<file path="config.mk">
export PLATFORM = sky130hd
export DESIGN_NAME = stcam_match_encoder
export DESIGN_NICKNAME = d
export VERILOG_FILES = /design/src/rtl/stcam_pkg.sv /design/src/rtl/stcam_prio_enc.sv /design/src/rtl/stcam_match_encoder.sv
export SDC_FILE = /design/constraint.sdc
export NUM_CORES = 1
export LEC_CHECK = 0
export ABC_AREA = 1
export BUFFER_PORTS_ARGS = -buffer_cell sky130_fd_sc_hd__buf_4
export CELL_PAD_IN_SITES_DETAIL_PLACEMENT = 2
export CELL_PAD_IN_SITES_GLOBAL_PLACEMENT = 2
export CORE_MARGIN = 2
export CORE_UTILIZATION = 30
export DETAILED_ROUTE_END_ITERATION = 6
export GPL_TIMING_DRIVEN = 0
export PLACE_DENSITY = 0.82
export SETUP_SLACK_MARGIN = 0.05
export SLEW_MARGIN = 20
export SYNTH_ARGS = -nofsm -noshare
export SYNTH_HDL_FRONTEND = slang
export SYNTH_SLANG_ARGS = --single-unit
export TNS_END_PERCENT = 30
</file>
<file path="constraint.sdc">
create_clock -name clk -period 3.6 [get_ports clk]
set_clock_uncertainty 0.1 [all_clocks]
set_input_delay 1.08 -clock clk [delete_from_list [all_inputs] [get_ports clk]]
set_output_delay 1.08 -clock clk [all_outputs]
set_load 0.005 [all_outputs]
</file>
<file path="src/rtl/stcam_pkg.sv">
// Shared STCAM definitions: default geometry and the lookup result record.
// The count field exists only when STCAM_MATCH_COUNT_EN is defined.
package stcam_pkg;

  localparam int STCAM_ROWS_DEF   = 16;
  localparam int STCAM_ADDR_W_DEF = 4;

  typedef struct packed {
    logic                        hit;
    logic                        multi;
    logic [STCAM_ADDR_W_DEF-1:0] addr;
`ifdef STCAM_MATCH_COUNT_EN
    logic [STCAM_ADDR_W_DEF:0]   count;
`endif
  } stcam_result_t;

endpackage

</file>
<file path="src/rtl/stcam_prio_enc.sv">
// Combinational lowest-set-bit encoder for the STCAM match lines.
// addr is 0 and hit is 0 when no line is set.
module stcam_prio_enc #(
  parameter int ROWS   = 16,
  parameter int ADDR_W = $clog2(ROWS)
) (
  input  logic [ROWS-1:0]   vec,
  output logic [ADDR_W-1:0] addr,
  output logic              hit
);

  assign hit = |vec;

  // Scan from the top down so the lowest set bit is the last to write addr.
  always_comb begin
    addr = {ADDR_W{1'b0}};
    for (int i = ROWS - 1; i >= 0; i--) begin
      addr = vec[i] ? ADDR_W'(i) : addr;
    end
  end

endmodule

</file>
<file path="src/rtl/stcam_match_encoder.sv">
// Two-stage match-line encoder: S1 captures the row vector, S2 registers the
// lowest matching row, hit/multi flags and (with STCAM_MATCH_COUNT_EN) a popcount.
module stcam_match_encoder
  import stcam_pkg::*;
#(
  parameter int ROWS   = STCAM_ROWS_DEF,
  parameter int ADDR_W = STCAM_ADDR_W_DEF
) (
  input  logic              clk,
  input  logic              rst,
  input  logic              flush,
  input  logic              in_valid,
  output logic              in_ready,
  input  logic [ROWS-1:0]   match_vec,
  output logic              out_valid,
  input  logic              out_ready,
  output logic              out_hit,
  output logic              out_multi,
  output logic [ADDR_W-1:0] out_addr
`ifdef STCAM_MATCH_COUNT_EN
  ,
  output logic [ADDR_W:0]   out_count
`endif
);

  localparam logic [ROWS-1:0] ONE = {{(ROWS-1){1'b0}}, 1'b1};

  logic              s1_valid;
  logic [ROWS-1:0]   s1_vec;
  logic              s1_load;
  logic              s2_load;
  logic [ADDR_W-1:0] enc_addr;
  logic              enc_hit;
  logic              enc_multi;

  assign s2_load  = s1_valid && (!out_valid || out_ready);
  assign in_ready = !rst && !flush && (!s1_valid || s2_load);
  assign s1_load  = in_valid && in_ready;

  // Clearing the lowest set bit leaves something only if two or more were set.
  assign enc_multi = |(s1_vec & (s1_vec - ONE));

  stcam_prio_enc #(
    .ROWS   (ROWS),
    .ADDR_W (ADDR_W)
  ) u_prio_enc (
    .vec  (s1_vec),
    .addr (enc_addr),
    .hit  (enc_hit)
  );

`ifdef STCAM_MATCH_COUNT_EN
  logic [ADDR_W:0] enc_count;

  // Population count of the captured vector; ADDR_W+1 bits hold 0..ROWS.
  always_comb begin
    enc_count = {(ADDR_W+1){1'b0}};
    for (int i = 0; i < ROWS; i++) begin
      enc_count = enc_count + {{ADDR_W{1'b0}}, s1_vec[i]};
    end
  end
`endif

  // Pipeline registers; flush drops valids but leaves the data in place.
  always_ff @(posedge clk) begin
    if (rst) begin
      s1_valid  <= 1'b0;
      s1_vec    <= {ROWS{1'b0}};
      out_valid <= 1'b0;
      out_hit   <= 1'b0;
      out_multi <= 1'b0;
      out_addr  <= {ADDR_W{1'b0}};
`ifdef STCAM_MATCH_COUNT_EN
      out_count <= {(ADDR_W+1){1'b0}};
`endif
    end else if (flush) begin
      s1_valid  <= 1'b0;
      out_valid <= 1'b0;
    end else begin
      if (s1_load) begin
        s1_vec   <= match_vec;
        s1_valid <= 1'b1;
      end else if (s2_load) begin
        s1_valid <= 1'b0;
      end else begin
        s1_valid <= s1_valid;
      end

      if (s2_load) begin
        out_valid <= 1'b1;
        out_hit   <= enc_hit;
        out_multi <= enc_multi;
        out_addr  <= enc_addr;
`ifdef STCAM_MATCH_COUNT_EN
        out_count <= enc_count;
`endif
      end else if (out_ready) begin
        out_valid <= 1'b0;
      end else begin
        out_valid <= out_valid;
      end
    end
  end

endmodule

</file>
==> key figures <==
Synth
  • #FFs+latches synth: 24
  • Distinct cell type count after synthesis: 26
  • Yosys warns: 0
  • Synth Cell Area: 0.00121 mm^2
  • Gate Count Post-Synth: 174
  • Sequential share of the synthesized area: 0.398
  • Yosys top cell by area: dfxtp_1
  • Post-Syn Nets: 195
  • Synth top area share: 0.398
  • Largest cells by area after synthesis: dfxtp_1, a21oi_1, nand2_1, inv_1, o21ai_0
  • Avg Cell Area, Syn: 6.93 um^2

Run
  • Max Cap Viol: 0

Setup path
  • Worst setup EP type: primary output
  • Worst path top cell family by delay: simple AND/OR/NAND/NOR gates
  • CP max-delay cell: nor2_2
  • Worst path max stage delay: 0.19 ns
  • Crit path launch type: input pin
  • Path type of the worst setup path: in -> out
  • CP cell instances: buf_4 > nor2_2 > nand2_1 > nand2_1 > inv_2 > buf_4
  • Crit-path max FO: 5
  • Worst Path Required: 2.42 ns
  • Worst EP arrival: 1.77 ns
  • Worst Path Buf+Inv: 3

CTS
  • CTS tree: yes
  • H-tree lvl count: 1
  • Post-CTS Hold Buffers: 0
  • CTS sink cnt: 24
  • Worst skew pair latency: 0.28 ns
  • Clock-pin slew on the worst setup and hold paths: 0.09 ns
  • Clock Path Buffers: 2
  • Root buf cell: clkbuf_8
  • CTS Buf Count: 3
  • Postcts setup bufs: 0
  • Post-CTS resize count: 0

Finish
  • FF/Latch Area: 480 um^2
  • Non-Filler Instances: 256
  • Share of cells above drive strength 1: 0.252
  • # fillers: 466
  • # nets final: 228
  • Area taken by multi-input logic gates: 609 um^2
  • Layout area overhead: 27.2%
  • Diode count: 0

Routing
  • Via/cell ratio: 5.04
  • Post-route ant nets: 0
  • Total routed wirelength: 4220 um
  • DR pass1 iterations: 2
  • Residual DRC count: 0
  • Routed length per instance: 16.5 um
  • Vias: 1291
  • DR iter-0 viols: 17

STA
  • Slew Viols, Final: 0
  • RSZ-0062 raised after global routing: no
  • Fin crit period: 2.95 ns
  • Slew Limit Headroom: 0.666
  • Setup_tns: 0 ns
  • Endpoints failing setup: 0
  • Tcrit/Tclk final: 0.819
  • Fmax: 339 MHz
  • Fin. Hold Viols: 0
  • Worst slew pin tran: 0.501 ns

Place
  • Port Buf Inserts: 28
  • Placed cells: 252
  • Global placement routability congestion: 0.750
  • Detail Placement HPWL: 3120 um

Global route
  • GR Overflow Total: 0
  • Initial antenna violation count: 0
  • First-pass GRT wire length: 6990 um
  • Vias in the first global route: 1433
  • Largest net degree at the start of global routing: 14
  • GRT Total Usage: 0.215

Status
  • Status: finished clean

Floorplan
  • Starting density of the core: 0.306
  • Die area: 0.00454 mm^2
  • Site Rows: 23
  • Die width: 67.4 um
  • Num ports: 29
  • Core Region: 0.00394 mm^2
  • Die Y: 67.4 um

Pwr
  • Peak VDD IR: 0.205 mV
  • Overall Power: 0.000599 W
  • Leakage power: 0.681 nW
  • Pwr dens: 390 mW/mm^2

Hold path
  • Hold WC Path Type: reg -> reg
-- layer usage --
metal | GRT usage | vias to the layer above | wire [um]
li1 | - | 632 | -
met2 | 0.407 | 29 | 2290
met3 | 0.0317 | 8 | 130
met4 | 0.0918 | 0 | 88
met1 | 0.235 | 622 | 1710
met5 | 0 | - | 0
-- worst min-delay path, stage by stage (launching register included) --
cell and delay (ns):
dfxtp_1 0.32, nand2_1 0.06, a21oi_1 0.06
-- cell families after synthesis --
group / share of synthesized area
AND/OR/NAND/NOR: 0.273
flip-flops: 0.398
buffers and inverters: 0.0965
AO/OA/AOI/OAI: 0.232
-- where the power goes --
part | internal [W] | leakage (nW) | total, W | switching (W)
Combinational | 0.0000450 | 0.457 | 0.000117 | 0.0000719
Clock | 0.0000981 | 0.0288 | 0.000196 | 0.0000975
Sequential | 0.000275 | 0.195 | 0.000286 | 0.0000111
Total | 0.000418 | 0.681 | 0.000599 | 0.000181
-- cell usage in the layout, fill, tap and decap left out, drive strengths merged, types with 2 or more instances in the layout --
master,n
a21oi,24
buf,31
clkbuf,5
dfxtp,24
inv,26
nand2,35
nand3,6
nor2,21
nor3,3
nor4,2
o21ai,22
-- per-stage QoR --
step	hold WS (ns)	worst slack, ns	utilization	instance area, um^2
floorplan	0.356	0.972	-	1210
global placement	0.355	0.677	0.375	1480
detailed placement	0.381	0.637	0.375	1480
CTS	0.395	0.635	0.389	1530
global route	0.424	0.555	0.389	1530
finish	0.384	0.651	0.389	1530
-- final cells by class --
class / instances / share of cell area
Multi-Input combinational cell: 120 / 0.397
Clock buffer: 4 / 0.0359
Inverter: 26 / 0.0636
Sequential cell: 24 / 0.313
Timing Repair Buffer: 28 / 0.137
Buffer: 4 / 0.0122
Tap cell: 50 / 0.0408
-- registers in the layout (all words and copies together) (netlist names) --
name       cells
out_addr       4
s1_vec        16
out_hit        1
out_multi      1
out_valid      1
s1_valid       1
-- path summary, 6_finish.rpt --
check,slack (ns),from,depth (start not counted),endpoint
max,0.65,out_ready,6,in_ready
min reg2reg,0.38,out_addr[0]$_SDFFE_PP0P_,2,out_addr[0]$_SDFFE_PP0P_
min,0.38,out_addr[0]$_SDFFE_PP0P_,2,out_addr[0]$_SDFFE_PP0P_
max reg2reg,1.90,s1_valid$_SDFFE_PP0P_,7,out_multi$_SDFFE_PP0P_
-- synth_stat cells (all sizes together) --
cell type / instances
a22oi: 1
o31ai: 1
nand2: 35
o221ai: 1
dfxtp: 24
a21oi: 24
o211ai: 1
o21ai: 22
buf: 3
clkbuf: 1
nor3: 3
nand4: 1
nor2: 21
o22ai: 1
nor4: 2
nand3: 6
inv: 26
a211oi: 1
Note: power is estimated with default switching activity, not from simulation.
